## src/rtl/stream_xform_pipe.sv

```systemverilog
// Elastic N-stage pipeline applying a per-beat transform on entry.
// Stages collapse bubbles; backpressure ripples back combinationally.
module stream_xform_pipe #(
    parameter int WIDTH  = 8,
    parameter int STAGES = 2
) (
    input  logic             clk,
    input  logic             reset,
    input  logic             i_valid,
    output logic             o_ready,
    input  logic [WIDTH-1:0] i_data,
    input  logic [1:0]       i_mode,
    output logic             o_valid,
    input  logic             i_ready,
    output logic [WIDTH-1:0] o_data,
    output logic [15:0]      o_count
);

    logic [STAGES-1:0] vld;
    logic [STAGES-1:0] adv;
    logic [WIDTH-1:0]  dat [STAGES];
    logic [WIDTH-1:0]  xf;

    always_comb begin
        xf = i_data;
        unique case (i_mode)
            2'b01: xf = ~i_data;
            2'b10: xf = -i_data;
            2'b11: begin
                for (int k = 0; k < WIDTH; k++) begin
                    xf[k] = i_data[WIDTH-1-k];
                end
            end
            default: ;
        endcase
    end

    // A stage moves if any slot at or after it is empty, or the sink takes a beat.
    always_comb begin
        adv = '0;
        for (int k = 0; k < STAGES; k++) begin
            logic a;
            a = i_ready;
            for (int j = k; j < STAGES; j++) begin
                a = a | ~vld[j];
            end
            adv[k] = a;
        end
    end

    always_ff @(posedge clk or negedge reset) begin
        if (!reset) begin
            vld     <= '0;
            o_count <= '0;
        end else begin
            if (adv[0]) vld[0] <= i_valid;
            for (int k = 1; k < STAGES; k++) begin
                if (adv[k]) vld[k] <= vld[k-1];
            end
            if (o_valid && i_ready) o_count <= o_count + 16'd1;
        end
    end

    always_ff @(posedge clk) begin
        if (adv[0]) dat[0] <= xf;
        for (int k = 1; k < STAGES; k++) begin
            if (adv[k]) dat[k] <= dat[k-1];
        end
    end

    assign o_ready = adv[0];
    assign o_valid = vld[STAGES-1];
    assign o_data  = dat[STAGES-1];

endmodule

```

## config.mk

```make
export PLATFORM = sky130hd
export DESIGN_NAME = stream_xform_pipe
export DESIGN_NICKNAME = d
export VERILOG_FILES = /design/src/rtl/stream_xform_pipe.sv
export SDC_FILE = /design/constraint.sdc
export NUM_CORES = 1
export LEC_CHECK = 0
export ABC_AREA = 0
export BUFFER_PORTS_ARGS = -buffer_cell sky130_fd_sc_hd__buf_2
export CORE_MARGIN = 4
export CORE_UTILIZATION = 25
export DETAILED_ROUTE_END_ITERATION = 12
export GPL_ROUTABILITY_DRIVEN = 0
export SLEW_MARGIN = 20
export SYNTH_ARGS = -nofsm -noshare
export SYNTH_HDL_FRONTEND = slang
export SYNTH_SLANG_ARGS = --single-unit
```

## constraint.sdc

```tcl
create_clock -name clk -period 1.8 [get_ports clk]
set_clock_uncertainty 0.15 [all_clocks]
set_input_delay 0.36 -clock clk [delete_from_list [all_inputs] [get_ports clk]]
set_output_delay 0.36 -clock clk [all_outputs]
set_load 0.01 [all_outputs]
```

==> impl_metrics.json, run 1 <==
{
  "synth_common_cells": "dfrtp_1 (18), edfxtp_1 (16), xnor2_1 (16)",
  "place_inst": 250,
  "cap_viol_max_count": 0,
  "yosysWarnings": 0,
  "crit_fanout": 6,
  "maxSlewHeadroom_pct": 68.3,
  "min_path_type": "in -> reg",
  "start_util_pct": 26.5,
  "vias_per_cell": 4.54,
  "min_from": "i_valid",
  "power_w": 0.00197,
  "grt_pass1_vias": 1111,
  "grt.overflow.total": 0,
  "fp.dieH_um": 90.9,
  "min_period_ns": 1.56,
  "final_cell_count_no_fill": 259,
  "switchingPower_w": 0.000581,
  "leakage_nw": 0.871,
  "netlist_area_um2": 1720,
  "ys_ff_latch": 34,
  "critPathCaptureType": "output port",
  "period_share_pct": 86.6,
  "crit_type": "reg -> out",
  "clkLatencyLatePin_ns": 0.28,
  "ant_nets": 0,
  "grt_antenna_before_repair": 0,
  "cts_resized": 0,
  "hold_viol_final": 0,
  "grt.total_usage_pct": 8.15,
  "drt_iter0_markers": 11,
  "slew_violations": 0,
  "diodes": 0,
  "min_to": "vld[0]",
  "switching_share_pct": 29.5,
  "ir_worst_vdd_v": 0.000350,
  "cts_sinks": 34,
  "yosys.area.top_type": "edfxtp_1",
  "stdcell_area_um2": 2000,
  "fin_nets": 197,
  "power.share.clock_pct": 26.9,
  "setup_tns_ns": 0,
  "coreArea_um2": 6490,
  "synth_top_area_share_pct": 27.9,
  "synthCells": 149,
  "pwr-share-seq_pct": 52.7,
  "dp_hpwl_um": 2360,
  "worstReg2RegStart": "o_count[0]",
  "outcome": "finished clean",
  "grt_pass1_wl_um": 5400,
  "portBuffers": 39,
  "regToRegSetupSlack_ns": 0.30,
  "async_flop_share_pct": 52.9,
  "max_freq_mhz": 641,
  "clk_pin_slew_ns": 0.07,
  "setup_violations": 0,
  "die-width_um": 90.9,
  "cts.path.max_buffers": 2,
  "synth.most_common_cell": "dfrtp_1",
  "ys.flop_type": "dfrtp_1",
  "powerDensity_nw_per_um2": 984,
  "power.share.combinational_pct": 20.4,
  "grt_max_degree": 27,
  "postSynthAreaPerCell_um2": 11.5,
  "layout-drive-gt1-share_pct": 29.7,
  "start_kind": "flip-flop",
  "tightest_slew_ns": 0.476,
  "io_pins": 40,
  "fin_util_pct": 30.9,
  "syn-num-nets": 165,
  "crit_start": "vld[1]",
  "r2r_end": "o_count[6]",
  "yosysSeqAreaShare_pct": 54.1,
  "yosysUniqueCellTypes": 38,
  "area_growth_syn_to_layout_pct": 16.6,
  "hold_depth": 2,
  "vias": 1176,
  "required_ns": 1.29,
  "rows": 29,
  "drc_errors": 0,
  "dieArea_um2": 8270,
  "wl_um": 3160,
  "rr_worst_depth": 5,
  "numCtsBuffers": 5,
  "arrival_ns": 1.05,
  "yosys-top-cells-area": "edfxtp_1 (28%), dfrtp_1 (26%), xnor2_1 (8.2%), buf_4 (3.9%), xor2_1 (3.1%)",
  "synth_edf_count": 16,
  "internal-power_w": 0.00139,
  "firstDrtPassIters": 4,
  "h-tree-depth": 2,
  "rsz0062_at_grt": "false",
  "cts_tree": "yes",
  "routedWlPerCell_um": 12.2,
  "cts_root_buf": "clkbuf_8",
  "dpl-instance-area_um2": 1910
}
[cell type report]
cell class,instances,area [um2]
fill,681,4490
clock inverter,2,10.0
sequential,34,931
tap,77,96.3
inverter,4,15.0
clock buffer,6,72.6
multi-input combinational,95,667
timing repair buffer,41,213
[registers in the layout (all words and copies together), names as in the netlist]
| signal | flops |
|---|---|
| dat | 16 |
| vld | 2 |
| o_count | 16 |
[logic make-up (layout without fill, tap and decap cells)]
family,count (synthesis),count (layout),synth area share [%]
muxes,2,2,1.24
buffers and inverters,20,53,7.06
xor gates and xnor gates,22,22,11.2
DFF,34,34,54.1
AOI/OAI and AO/OA,19,19,7.64
and+or+nand+nor,50,50,17.2
adders and majority gates,2,2,1.46
[worst max-delay path by stage]
stage | slack (ns) | to | cells after the start
2_1_floorplan | 0.26 | dat[0][7] | 5
3_3_place_gp | 0.12 | dat[0][4] | 7
3_5_place_dp | 0.07 | dat[0][4] | 7
4_1_cts | 0.19 | o_ready | 2
5_1_grt | 0.14 | o_ready | 2
6_report | 0.24 | o_ready | 2
[critical path, cell delays in order (launching register included)]
cell and delay (ns):
dfrtp_1 0.45, nand3b_1 0.15, buf_2 0.17
[layout by cell type, fill, tap and decap left out, types with 2 or more instances in the layout]
cell type  netlist  final
buf_2            4     39
dfrtp_1         18     18
xnor2_1         16     16
edfxtp_1        16     16
nand2_1         12     12
nand2b_1         6      6
xor2_1           6      6
nor2_1           6      6
nand3_1          5      5
clkbuf_8         0      5
inv_1            4      4
o221ai_1         3      3
a21oi_1          3      3
nor3_1           3      3
nand4_1          3      3
o21ai_0          2      2
nor3b_1          2      2
o31ai_1          2      2
o22ai_1          2      2
a21o_1           2      2
nand3b_1         2      2
a31oi_1          2      2
nand3_2          2      2
nor2_2           2      2
and3_1           2      2
ha_1             2      2
clkinv_2         0      2
[power by group through the flow]
stage,combinational [W],sequential (W),clock [W]
5_1_grt,0.000447,0.00106,0.000591
3_3_place_gp,0.000402,0.00105,0
6_report,0.000402,0.00104,0.000531
4_1_cts,0.000412,0.00104,0.000558
3_5_place_dp,0.000408,0.00106,0
2_1_floorplan,0.000249,0.00107,0
[layer usage]
metal / global-route usage (%) / up-vias / share of wire, %
met5: 0 / - / 0
met4: 3.77 / 0 / 1.9
met3: 3.33 / 6 / 6.2
met2: 11.3 / 32 / 44
met1: 11.0 / 559 / 48
li1: - / 579 / -
[stage by stage]
stage / setup slack, ns / hold WS [ns]
after global routing: 0.136 / 0.113
after CTS: 0.185 / 0.116
after floorplan: 0.256 / -0.0856
final: 0.241 / 0.125
after global placement: 0.124 / 0.172
after detailed placement: 0.0735 / 0.174
[timing repair]
action                                 CTS  global route
endpoints found under the hold margin   18             0
hold buffers                             1             0
setup buffers                            0             0
No activity file was read; power rests on OpenSTA's default activity.
==> run 2: changes to the inputs <==
==> constraint.sdc (replaced) <==
create_clock -name clk -period 1.8 [get_ports clk]
set_clock_uncertainty 0.15 [all_clocks]
set_input_delay 0.36 -clock clk [delete_from_list [all_inputs] [get_ports clk]]
set_output_delay 0.36 -clock clk [all_outputs]
set_load 0.1 [all_outputs]
==> run 2 against run 1 <==
  * Sequential power about the same
  * Critical path depth unchanged
  * Non-clock buffer count unchanged
  * Maximum frequency decreased by 7.7%
  * Via count decreased by 1.8%
  * Final cell count unchanged
  * Wire length increased by 1.4%
  * Hold slack improved by 0.0081 ns
  * Power increased by 33%
==> impl_metrics.json, run 2 (same netlist as run 1, synthesis figures left out) <==
{
  "outcome": "finished clean",
  "die-width_um": 90.9,
  "start_util_pct": 26.5,
  "firstDrtPassIters": 4,
  "grt_max_degree": 27,
  "h-tree-depth": 2,
  "hold_slack_ns": 0.133,
  "cts_setup_buffers": 0,
  "dieArea_um2": 8270,
  "cts_root_buf": "clkbuf_8",
  "grt_pass1_wl_um": 5110,
  "slew_violations": 0,
  "powerDensity_nw_per_um2": 1280,
  "dp_hpwl_um": 2470,
  "crit_type": "reg -> out",
  "ant_nets": 0,
  "clkLatencyLatePin_ns": 0.27,
  "cap_viol_max_count": 0,
  "fin_nets": 197,
  "numCtsBuffers": 5,
  "nFillCells": 649,
  "min_period_ns": 1.69,
  "grt.total_usage_pct": 7.71,
  "cts_sinks": 34,
  "cts.path.max_buffers": 2,
  "fp.dieH_um": 90.9,
  "grt.overflow.total": 0,
  "busiest_layer": "met2",
  "leakage_nw": 0.858,
  "cts_resized": 0,
  "final_cell_count_no_fill": 259,
  "tightest_slew_ns": 0.501,
  "required_ns": 1.29,
  "hold_viol_final": 0,
  "rr_worst_depth": 5,
  "rows": 29,
  "rsz0062_at_grt": "false",
  "diodes": 0,
  "portBuffers": 39,
  "drc_errors": 0,
  "final_common_cell": "buf_2",
  "layout-drive-gt1-share_pct": 36.8,
  "grt_util_met3_pct": 1.92,
  "place_inst": 250,
  "vias_per_cell": 4.46,
  "hold_depth": 2,
  "min_path_type": "in -> reg",
  "max_freq_mhz": 592,
  "grt_antenna_before_repair": 0,
  "critPathCaptureType": "output port",
  "ir_worst_vdd_v": 0.000521,
  "top_regs": "dat x16, o_count x16, vld x2",
  "crit_fanout": 6,
  "vias": 1155,
  "cts-hold-fix-buffers": 1,
  "drt_iter0_markers": 24,
  "io_pins": 40,
  "arrival_ns": 1.18,
  "final_cell_mix": "buf_2 (38), xnor2_1 (16), edfxtp_1 (16), nand2_1 (12), dfrtp_2 (12)",
  "grt_pass1_vias": 1046,
  "coreArea_um2": 6490,
  "area_growth_syn_to_layout_pct": 18.7,
  "power_w": 0.00262,
  "period_share_pct": 93.9,
  "start_kind": "flip-flop",
  "maxSlewHeadroom_pct": 66.8,
  "met2_usage_pct": 11.8,
  "wl_um": 3200,
  "clk_pin_slew_ns": 0.06,
  "setup_violations": 0,
  "cts_tree": "yes",
  "routedWlPerCell_um": 12.4,
  "gr-usage-met1_pct": 10.0
}
run 2: power breakdown:
part / internal [W] / switching, W
clock network: 0.000265 / 0.000250
logic: 0.000185 / 0.000857
registers: 0.000965 / 0.0000952
total: 0.00141 / 0.00120
run 2: final cells by class:
class                           count  area, um2  area share (%)
Multi-Input combinational cell     95        667            32.7
Tap cell                           77       96.3            4.72
Inverter                            4       15.0           0.736
Clock buffer                        6       72.6            3.56
Timing Repair Buffer               41        228            11.2
Sequential cell                    34        953            46.7
Clock inverter                      2       8.76           0.429
run 2: path summary, 6_finish.rpt:
| kind | from | endpoint | slack, ns |
|---|---|---|---|
| hold reg to reg | dat[0][4] | dat[0][12] | 0.27 |
| hold / removal | i_valid | vld[0] | 0.13 |
| setup reg to reg | o_count[0] | o_count[6] | 0.28 |
| min in group asynchronous | reset | o_count[14] | 0.40 |
| max in group asynchronous | reset | vld[1] | 0.77 |
| setup / recovery | vld[1] | o_ready | 0.11 |
run 2: layer usage:
layer | up-vias | routed length [um]
met5 | - | 0
met4 | 0 | 52
met3 | 4 | 87
met2 | 19 | 1520
met1 | 553 | 1540
li1 | 579 | -
run 2: critical path, cell delays in order (launching register included):
cell      delay, ns
dfrtp_4        0.51
nand3b_1       0.19
buf_12         0.20
run 2: metrics by stage:
stage	setup WS (ns)	TNS (ns)	instance area, um2	utilization, %
floorplan	-0.593	-5.44	1740	-
global placement	0.109	0	1950	30.0
finish	0.110	0	2040	31.4
CTS	0.0807	0	2040	31.4
global route	0.0645	0	2040	31.4
detailed placement	-0.0110	-0.0110	1950	30.0
